===== src/rtl/alu_sequencer.sv =====
// alu_sequencer
//   Issuing side of the ALU port set in the 8-bit RISC datapath. It takes
//   instruction bytes from the instruction source, keeps a 4 x DW register
//   file, presents operands and opcode to the ALU for exactly one cycle, and
//   writes the ALU result and flags back.
//
// Ports
//   Iclk, Irst          clock (rising edge), asynchronous active-high reset
//   Iinstr, Ivalid      instruction / immediate byte and its valid
//   Oready              sequencer can take Iinstr this cycle
//   OIRa, OIRb, OOPALU  ALU operands and opcode (all zero outside EXEC)
//   IALUD, IFgz, IFgn   ALU result and flags
//   OFlagZ, OFlagN      registered ALU flags
//   Oretire             one-cycle pulse after an instruction completes
//   Idbg_sel, Odbg_data combinational register-file read port
//   Odbg_state          current FSM state (0 FETCH, 1 EXEC, 2 IMM)
//
// Handshake: a byte moves on every rising edge where Ivalid && Oready.
// The source holds Iinstr stable while Ivalid is high and Oready is low;
// Oready never depends on Ivalid. Oready is high in FETCH and IMM and low in
// EXEC and while Irst is asserted.
//
// Instruction byte: op=[7:5], rd=[3:2], rs=[1:0]; bit 4 is ignored.
//   0 NOP, 1 ADD, 2 SUB, 3 NAND, 4 SHL, 5 SHR, 6 MOV, 7 LDI (+ data byte)
module alu_sequencer #(
    parameter int            DW       = 8,
    parameter logic [DW-1:0] REG_INIT = '0
) (
    input  logic          Iclk,
    input  logic          Irst,
    input  logic [7:0]    Iinstr,
    input  logic          Ivalid,
    output logic          Oready,
    output logic [DW-1:0] OIRa,
    output logic [DW-1:0] OIRb,
    output logic [3:0]    OOPALU,
    input  logic [DW-1:0] IALUD,
    input  logic          IFgz,
    input  logic          IFgn,
    output logic          OFlagZ,
    output logic          OFlagN,
    output logic          Oretire,
    input  logic [1:0]    Idbg_sel,
    output logic [DW-1:0] Odbg_data,
    output logic [1:0]    Odbg_state
);

    typedef enum logic [1:0] {
        S_FETCH = 2'd0,
        S_EXEC  = 2'd1,
        S_IMM   = 2'd2
    } state_t;

    state_t state_q, state_d;

    logic [DW-1:0] rf [4];

    // Latched issue fields for the EXEC cycle (and rd for the IMM write).
    logic [DW-1:0] a_q, b_q;
    logic [2:0]    op_q;
    logic [1:0]    rd_q;

    logic [2:0] f_op;
    logic [1:0] f_rd, f_rs;
    logic       accept;

    // Next-state controls
    logic          we;
    logic [1:0]    waddr;
    logic [DW-1:0] wdata;
    logic          retire_d;
    logic          flag_we;
    logic          lat_alu;
    logic          lat_rd;

    assign f_op   = Iinstr[7:5];
    assign f_rd   = Iinstr[3:2];
    assign f_rs   = Iinstr[1:0];
    assign accept = Ivalid && Oready;

    // Ready is gated by reset directly so it is low the whole time Irst is high.
    assign Oready     = (state_q != S_EXEC) && !Irst;
    assign OIRa       = (state_q == S_EXEC) ? a_q : '0;
    assign OIRb       = (state_q == S_EXEC) ? b_q : '0;
    assign OOPALU     = (state_q == S_EXEC) ? {1'b0, op_q} : 4'd0;
    assign Odbg_data  = rf[Idbg_sel];
    assign Odbg_state = state_q;

    always_comb begin
        state_d  = state_q;
        we       = 1'b0;
        waddr    = rd_q;
        wdata    = IALUD;
        retire_d = 1'b0;
        flag_we  = 1'b0;
        lat_alu  = 1'b0;
        lat_rd   = 1'b0;
        case (state_q)
            S_FETCH: begin
                if (accept) begin
                    case (f_op)
                        3'd0: retire_d = 1'b1;
                        3'd6: begin
                            // MOV completes in the accept cycle; rf read happens before the write.
                            we       = 1'b1;
                            waddr    = f_rd;
                            wdata    = rf[f_rs];
                            retire_d = 1'b1;
                        end
                        3'd7: begin
                            lat_rd  = 1'b1;
                            state_d = S_IMM;
                        end
                        default: begin
                            lat_alu = 1'b1;
                            lat_rd  = 1'b1;
                            state_d = S_EXEC;
                        end
                    endcase
                end
            end
            S_EXEC: begin
                we       = 1'b1;
                waddr    = rd_q;
                wdata    = IALUD;
                flag_we  = 1'b1;
                retire_d = 1'b1;
                state_d  = S_FETCH;
            end
            S_IMM: begin
                if (accept) begin
                    // Data byte is written verbatim, never decoded.
                    we       = 1'b1;
                    waddr    = rd_q;
                    wdata    = DW'(Iinstr);
                    retire_d = 1'b1;
                    state_d  = S_FETCH;
                end
            end
            default: state_d = S_FETCH;
        endcase
    end

    always_ff @(posedge Iclk or posedge Irst) begin
        if (Irst) begin
            state_q <= S_FETCH;
            a_q     <= '0;
            b_q     <= '0;
            op_q    <= 3'd0;
            rd_q    <= 2'd0;
            OFlagZ  <= 1'b0;
            OFlagN  <= 1'b0;
            Oretire <= 1'b0;
            for (int i = 0; i < 4; i++) rf[i] <= REG_INIT;
        end else begin
            state_q <= state_d;
            Oretire <= retire_d;
            if (lat_alu) begin
                a_q  <= rf[f_rd];
                b_q  <= rf[f_rs];
                op_q <= f_op;
            end
            if (lat_rd) rd_q <= f_rd;
            if (flag_we) begin
                OFlagZ <= IFgz;
                OFlagN <= IFgn;
            end
            if (we) rf[waddr] <= wdata;
        end
    end

endmodule


===== config.mk =====
export PLATFORM = sky130hd
export DESIGN_NAME = alu_sequencer
export DESIGN_NICKNAME = d
export VERILOG_FILES = /design/src/rtl/alu_sequencer.sv
export SDC_FILE = /design/constraint.sdc
export NUM_CORES = 1
export LEC_CHECK = 0
export ABC_AREA = 0
export ABC_CLOCK_PERIOD_IN_PS = 4200
export BUFFER_PORTS_ARGS = -buffer_cell sky130_fd_sc_hd__buf_2
export CAP_MARGIN = 10
export CORE_MARGIN = 2
export CORE_UTILIZATION = 60
export CTS_CLUSTER_SIZE = 25
export DETAILED_ROUTE_END_ITERATION = 6
export PLACE_DENSITY = 0.84
export SYNTH_ARGS = -nofsm -noshare
export SYNTH_HDL_FRONTEND = slang
export SYNTH_SLANG_ARGS = --single-unit

===== constraint.sdc =====
create_clock -name Iclk -period 4.2 [get_ports Iclk]
set_input_delay 0.21 -clock Iclk [delete_from_list [all_inputs] [get_ports Iclk]]
set_output_delay 0.21 -clock Iclk [all_outputs]
set_load 0.01 [all_outputs]

## Yosys cells after proc, flatten, opt, wreduce, memory -nomap -nowiden

Cells that the tools add are included.

- Memory bits (read-only): 0
- Bits in writable memories: 0
- Register bits after elaboration: 58
- Bits in latches: 0
- Input port bits: 23
- Memories kept: 0
- Word-level logic and storage cells: 78
- Output and inout bits: 34

- Equal/unequal tests: 8
- Bitwise logic cells: 4
- Multipliers: 0
- Muxes and demuxes: 40
- Div/mod/pow operators: 0
- Reduce and logical (&&, ||, !) cells: 9
- $lt $le $gt $ge: 5
- Shifts and indexed selects: 0
- $add $sub $neg: 0

Operator list:

| kind | count |
|---|---|
| 2-to-1 mux 8 bit | 12 |
| binary-select mux 8 bit (select 2 bit) | 3 |
| bitwise mux 32 bit | 1 |
| demux 8 bit (select 2 bit) | 1 |
| one-hot mux 8 bit (2 select lines) | 1 |
| greater-or-equal comparator 3 bit (second input constant) | 4 |
| 2-to-1 mux 1 bit | 12 |
| NOT 2 -> 3 bit | 4 |
| 2-to-1 mux 2 bit | 5 |
| one-hot mux 2 bit (2 select lines) | 2 |
| == test 3 bit (second input constant) | 2 |
| inequality test 2 bit (second input constant) | 3 |
| one-hot mux 1 bit (3 select lines) | 2 |
| logical AND 1 bit | 3 |
| zero test 3 bit | 1 |
| < comparator 3 x 1 -> 1 bit (second input constant) | 1 |
| 2-to-1 mux 3 bit | 1 |
| AND reduction 3 bit | 1 |
| OR reduction 3 bit | 1 |
| == test 2 x 1 -> 1 bit (second input constant) | 1 |
| == test 2 bit (second input constant) | 1 |
| zero test 2 bit | 1 |
| inequality test 2 x 1 -> 1 bit (second input constant) | 1 |
| OR reduction 2 bit | 1 |
| zero test 1 bit | 1 |

## Longest topological paths before layout

- Depth after elaboration: 11
- Gate-level depth with buffers: 7
- Depth with buffers taken out: 4

## Least setup slack after synthesis

No wires, ideal clock.

- Kind: register to register
- From: register state_q[1], in the netlist Odbg_state[1]
- To: register a_q[7]
- Data required time: 4.072 ns
- Clock period less this slack: 1.933 ns
- Setup slack: 2.267 ns
- Path buffers: 1
- Setup time: 0.128 ns
- Cell stages (with the launch flop): 6
- Arrival time: 1.805 ns
- Cell sequence: dfrtp_1 > nor4b_4 > nand2_1 > nor2_4 > buf_4 > mux2_1

- Word-level cells in the longest chain between the ends: 5
- Elaborated cells on any way between the ends: 6
- Those cells by class: eq/ne (1); mux (2); reduce/logical (3)

RTL lines:

| item | RTL line | RTL |
|---|---|---|
| start: declaration | 54 | `state_t state_q, state_d;` |
| start signal: assignment | 156 | `state_q <= state_d;` |
| inequality test 2 x 1 -> 1 bit | 82 | `assign Oready = (state_q != S_EXEC) && !Irst;` |
| logical AND 1 bit | 82 |  |
| logical AND 1 bit | 79 | `assign accept = Ivalid && Oready;` |
| 2-to-1 mux 1 bit | 100 | `if (accept) begin` |
| 2-to-1 mux 1 bit * | 98 | `case (state_q)` |
| end signal: assignment | 159 | `a_q <= rf[f_rd];` |
| end: declaration | 59 | `logic [DW-1:0] a_q, b_q;` |

Every way passes the cells marked *; elsewhere a longest branch is shown, timed or not.
A chain may end at the register's enable or synchronous reset.

## Worst setup path in the final report

- From: input port Irst
- To: register a_q[0]

- Word-level cells in the longest chain between the ends: 5

RTL lines:

| item | RTL line | RTL |
|---|---|---|
| start: declaration | 30 | `input logic Irst,` |
| zero test 1 bit (no line) | - |  |
| logical AND 1 bit | 82 |  |
| logical AND 1 bit | 79 |  |
| 2-to-1 mux 1 bit | 100 |  |
| 2-to-1 mux 1 bit | 98 |  |

No other way between the ends.

==> impl_metrics.env <==
export IMPL_post_synth_cell_area_avg_um2=13.7
export IMPL_path_clk_slew_ps=60
export IMPL_die_w_um=77.3
export IMPL_ys_types=38
export IMPL_dr_pass1_iters=5
export IMPL_start_util=0.627
export IMPL_cts_buffers=9
export IMPL_nNetsFinal=307
export IMPL_synthArstFlopShare=1.00
export IMPL_rsz0062_at_grt="false"
export IMPL_slew_headroom=0.434
export IMPL_fin_util=0.713
export IMPL_place_congestion=0.815
export IMPL_status="finished clean"
export IMPL_crit_fanout=18
export IMPL_synth_seq_area_share=0.450
export IMPL_yosysTopAreaCellShare=0.450
export IMPL_cts_buffer_depth=2
export IMPL_synth_edff_count=0
export IMPL_track_usage=0.257
export IMPL_fin_hold_ws_ps=97.7
export IMPL_clock_sinks=58
export IMPL_p_seq_frac=0.472
export IMPL_die_height_um=77.3
export IMPL_multi_input_area_um2=1660
export IMPL_post_route_period_util=0.621
export IMPL_ant_nets=0
export IMPL_timing_hold_violations_final=0
export IMPL_grt_overflow=0
export IMPL_syn_num_nets=258
export IMPL_post_cts_setup_buffers=0
export IMPL_cp_required_ps=4430
export IMPL_h_tree_depth=3
export IMPL_tightest_slew_ps=845
export IMPL_viasPerCell=6.30
export IMPL_power_frac_comb=0.316
export IMPL_setup_viol=0
export IMPL_pwr_share_clk=0.213
export IMPL_syn_area_um2=3220
export IMPL_path_cells="dlygate4sd3_1, buf_2, nor4b_4, nand2_1, nor2_4, mux2_2"
export IMPL_fmax_ghz=0.384
export IMPL_worstSetupStartpointType="input pin"
export IMPL_min_period_ps=2610
export IMPL_clkLatencyLatePin_ps=350
export IMPL_slowest_stage="nor4b_4"
export IMPL_cpPeakStageDelay_ps=760
export IMPL_critPathCaptureType="flop"
export IMPL_peakVddDrop_v=0.000341
export IMPL_area_delta_synth_final_pct=13.7
export IMPL_p_leak_nw=1.68
export IMPL_drt_iter0_drc=188
export IMPL_synth_warnings=0
export IMPL_crit_arrival_ps=2840
export IMPL_io_pins=57
export IMPL_drc=0
export IMPL_routed_wl_mm=7.07
export IMPL_p_switching_mw=0.624
export IMPL_fill_cells=377
export IMPL_worst_slack_ps=1590
export IMPL_power_density_nw_per_um2=567
export IMPL_num_vias=2243
export IMPL_routedWlPerCell_um=19.9
export IMPL_synth_area_top_cells="dfrtp_1 45%, mux4_2 17%, mux2_2 15%"
export IMPL_final_max_slew_viol_count=0
export IMPL_ys_flop_type="dfrtp_1"
export IMPL_cts_root_buf="clkbuf_8"
export IMPL_place_hpwl_mm=4.76
export IMPL_post_place_ws_ps=1710
export IMPL_ys_seq_elements=58
export IMPL_cts_tree="built"
export IMPL_grt_pass1_wl_mm=11.4
export IMPL_switching_share=0.300
export IMPL_finalNonFillerCells=356
export IMPL_hp_class="input pin to flop"
export IMPL_n_antenna_cell=0
export IMPL_dieArea_um2=5980
export IMPL_antenna_found_initial=0
export IMPL_synth_cells=235
export IMPL_dp_cells=342
export IMPL_drv_cap=0
export IMPL_grt_pass1_vias=2262
export IMPL_setup_tns_ps=0
export IMPL_row_count=26
export IMPL_p_int_mw=1.45
export IMPL_port_buffers=55
export IMPL_seqCellArea_um2=1450
export IMPL_synth_top_area_cell="dfrtp_1"
export IMPL_core_area_um2=5140
export IMPL_drive_gt1_frac=0.483
export IMPL_skew_ps=5.30
export IMPL_grt_max_degree=46
export IMPL_timing_setup_critical_path_class="input pin to flop"
-- flip-flops by register name, summed over array words and instances, names as in the netlist, 2 cells and up --
register    count
rd_q            2
op_q            3
a_q             8
rf             32
Odbg_state      2
b_q             8
-- cell type report --
| class | count | area share |
|---|---|---|
| timing repair buffer | 57 | 0.0799 |
| clock buffer | 13 | 0.0434 |
| tap | 70 | 0.0239 |
| inverter | 4 | 0.00410 |
| sequential | 58 | 0.396 |
| multi-input combinational | 154 | 0.453 |
-- cell usage in the layout, fill, tap and decap left out, types with 2 or more instances in the layout --
cell | synthesis | final
mux4_2 | 24 | 24
o32a_1 | 2 | 2
o21ai_0 | 4 | 4
buf_2 | 7 | 55
nor2_1 | 6 | 6
and2_1 | 19 | 19
clkbuf_8 | 0 | 11
nor2b_1 | 2 | 2
a21oi_1 | 2 | 2
dfrtp_1 | 58 | 58
mux2_2 | 42 | 42
a221o_1 | 8 | 8
nand2_1 | 5 | 5
nand3_1 | 3 | 3
nand2b_1 | 2 | 2
inv_1 | 4 | 3
and3_1 | 8 | 8
nor3_1 | 2 | 2
clkbuf_1 | 6 | 2
mux2_1 | 9 | 9
-- metal layers --
metal / GRT usage / part of all wire / wire, µm
met2: 0.410 / 0.50 / 3540
met4: 0.113 / 0.019 / 136
met1: 0.334 / 0.42 / 2940
met5: 0 / 0 / 0
met3: 0.0694 / 0.064 / 449
-- cells by family (layout without fill, tap and decap cells) --
group,count (synthesis),after routing,share of synthesized area
AOI/OAI and AO/OA,25,25,0.0644
xor gates and xnor gates,1,1,0.00272
buffers and inverters,23,74,0.0353
DFF,58,58,0.450
muxes,75,75,0.346
other,1,1,0.00116
and+or+nand+nor,52,52,0.101
-- path summary, 6_finish.rpt --
check	slack (ps)	from	endpoint	cells past startpoint
max	1590	Irst	a_q[0]	6
min	100	IFgn	OFlagN	2
min in group asynchronous	410	Irst	op_q[1]	3
max reg2reg	1650	Odbg_state[1]	a_q[0]	4
max in group asynchronous	2910	Irst	rf[10]	4
min reg2reg	480	b_q[4]	b_q[4]	1
-- cell usage after synthesis, types with 2 or more instances --
master,number
a21oi_1,2
a221o_1,8
and2_1,19
and3_1,8
buf_1,2
buf_2,7
buf_4,3
clkbuf_1,6
dfrtp_1,58
inv_1,4
mux2_1,9
mux2_2,42
mux4_2,24
nand2_1,5
nand2b_1,2
nand3_1,3
nor2_1,6
nor2b_1,2
nor3_1,2
o21ai_0,4
o32a_1,2
-- power groups by stage --
| stage | clock [mW] | combinational, mW | sequential [mW] |
|---|---|---|---|
| after floorplan | 0 | 0.518 | 0.926 |
| after global placement | 0 | 0.634 | 0.967 |
| after detailed placement | 0 | 0.656 | 0.984 |
| after CTS | 0.448 | 0.659 | 0.974 |
| after global routing | 0.473 | 0.709 | 1.01 |
| final | 0.442 | 0.656 | 0.980 |
-- through the flow --
step	cell area, µm²	power, mW
floorplan	3220	1.44
global placement	3500	1.60
detailed placement	3500	1.64
CTS	3660	2.08
global route	3660	2.19
finish	3660	2.08
-- repair_timing --
item,CTS,global route
hold endpoints to repair,13,0
gates resized for setup,0,0
endpoints found under the setup margin,0,0
hold buffers,1,0
-- worst max-delay path: cells and delay by family --
| family | cells | cell delay [ps] |
|---|---|---|
| simple gates | 3 | 1520 |
| buf+inv | 2 | 700 |
| mux | 1 | 390 |
Note: power is estimated with default switching activity, not from simulation.
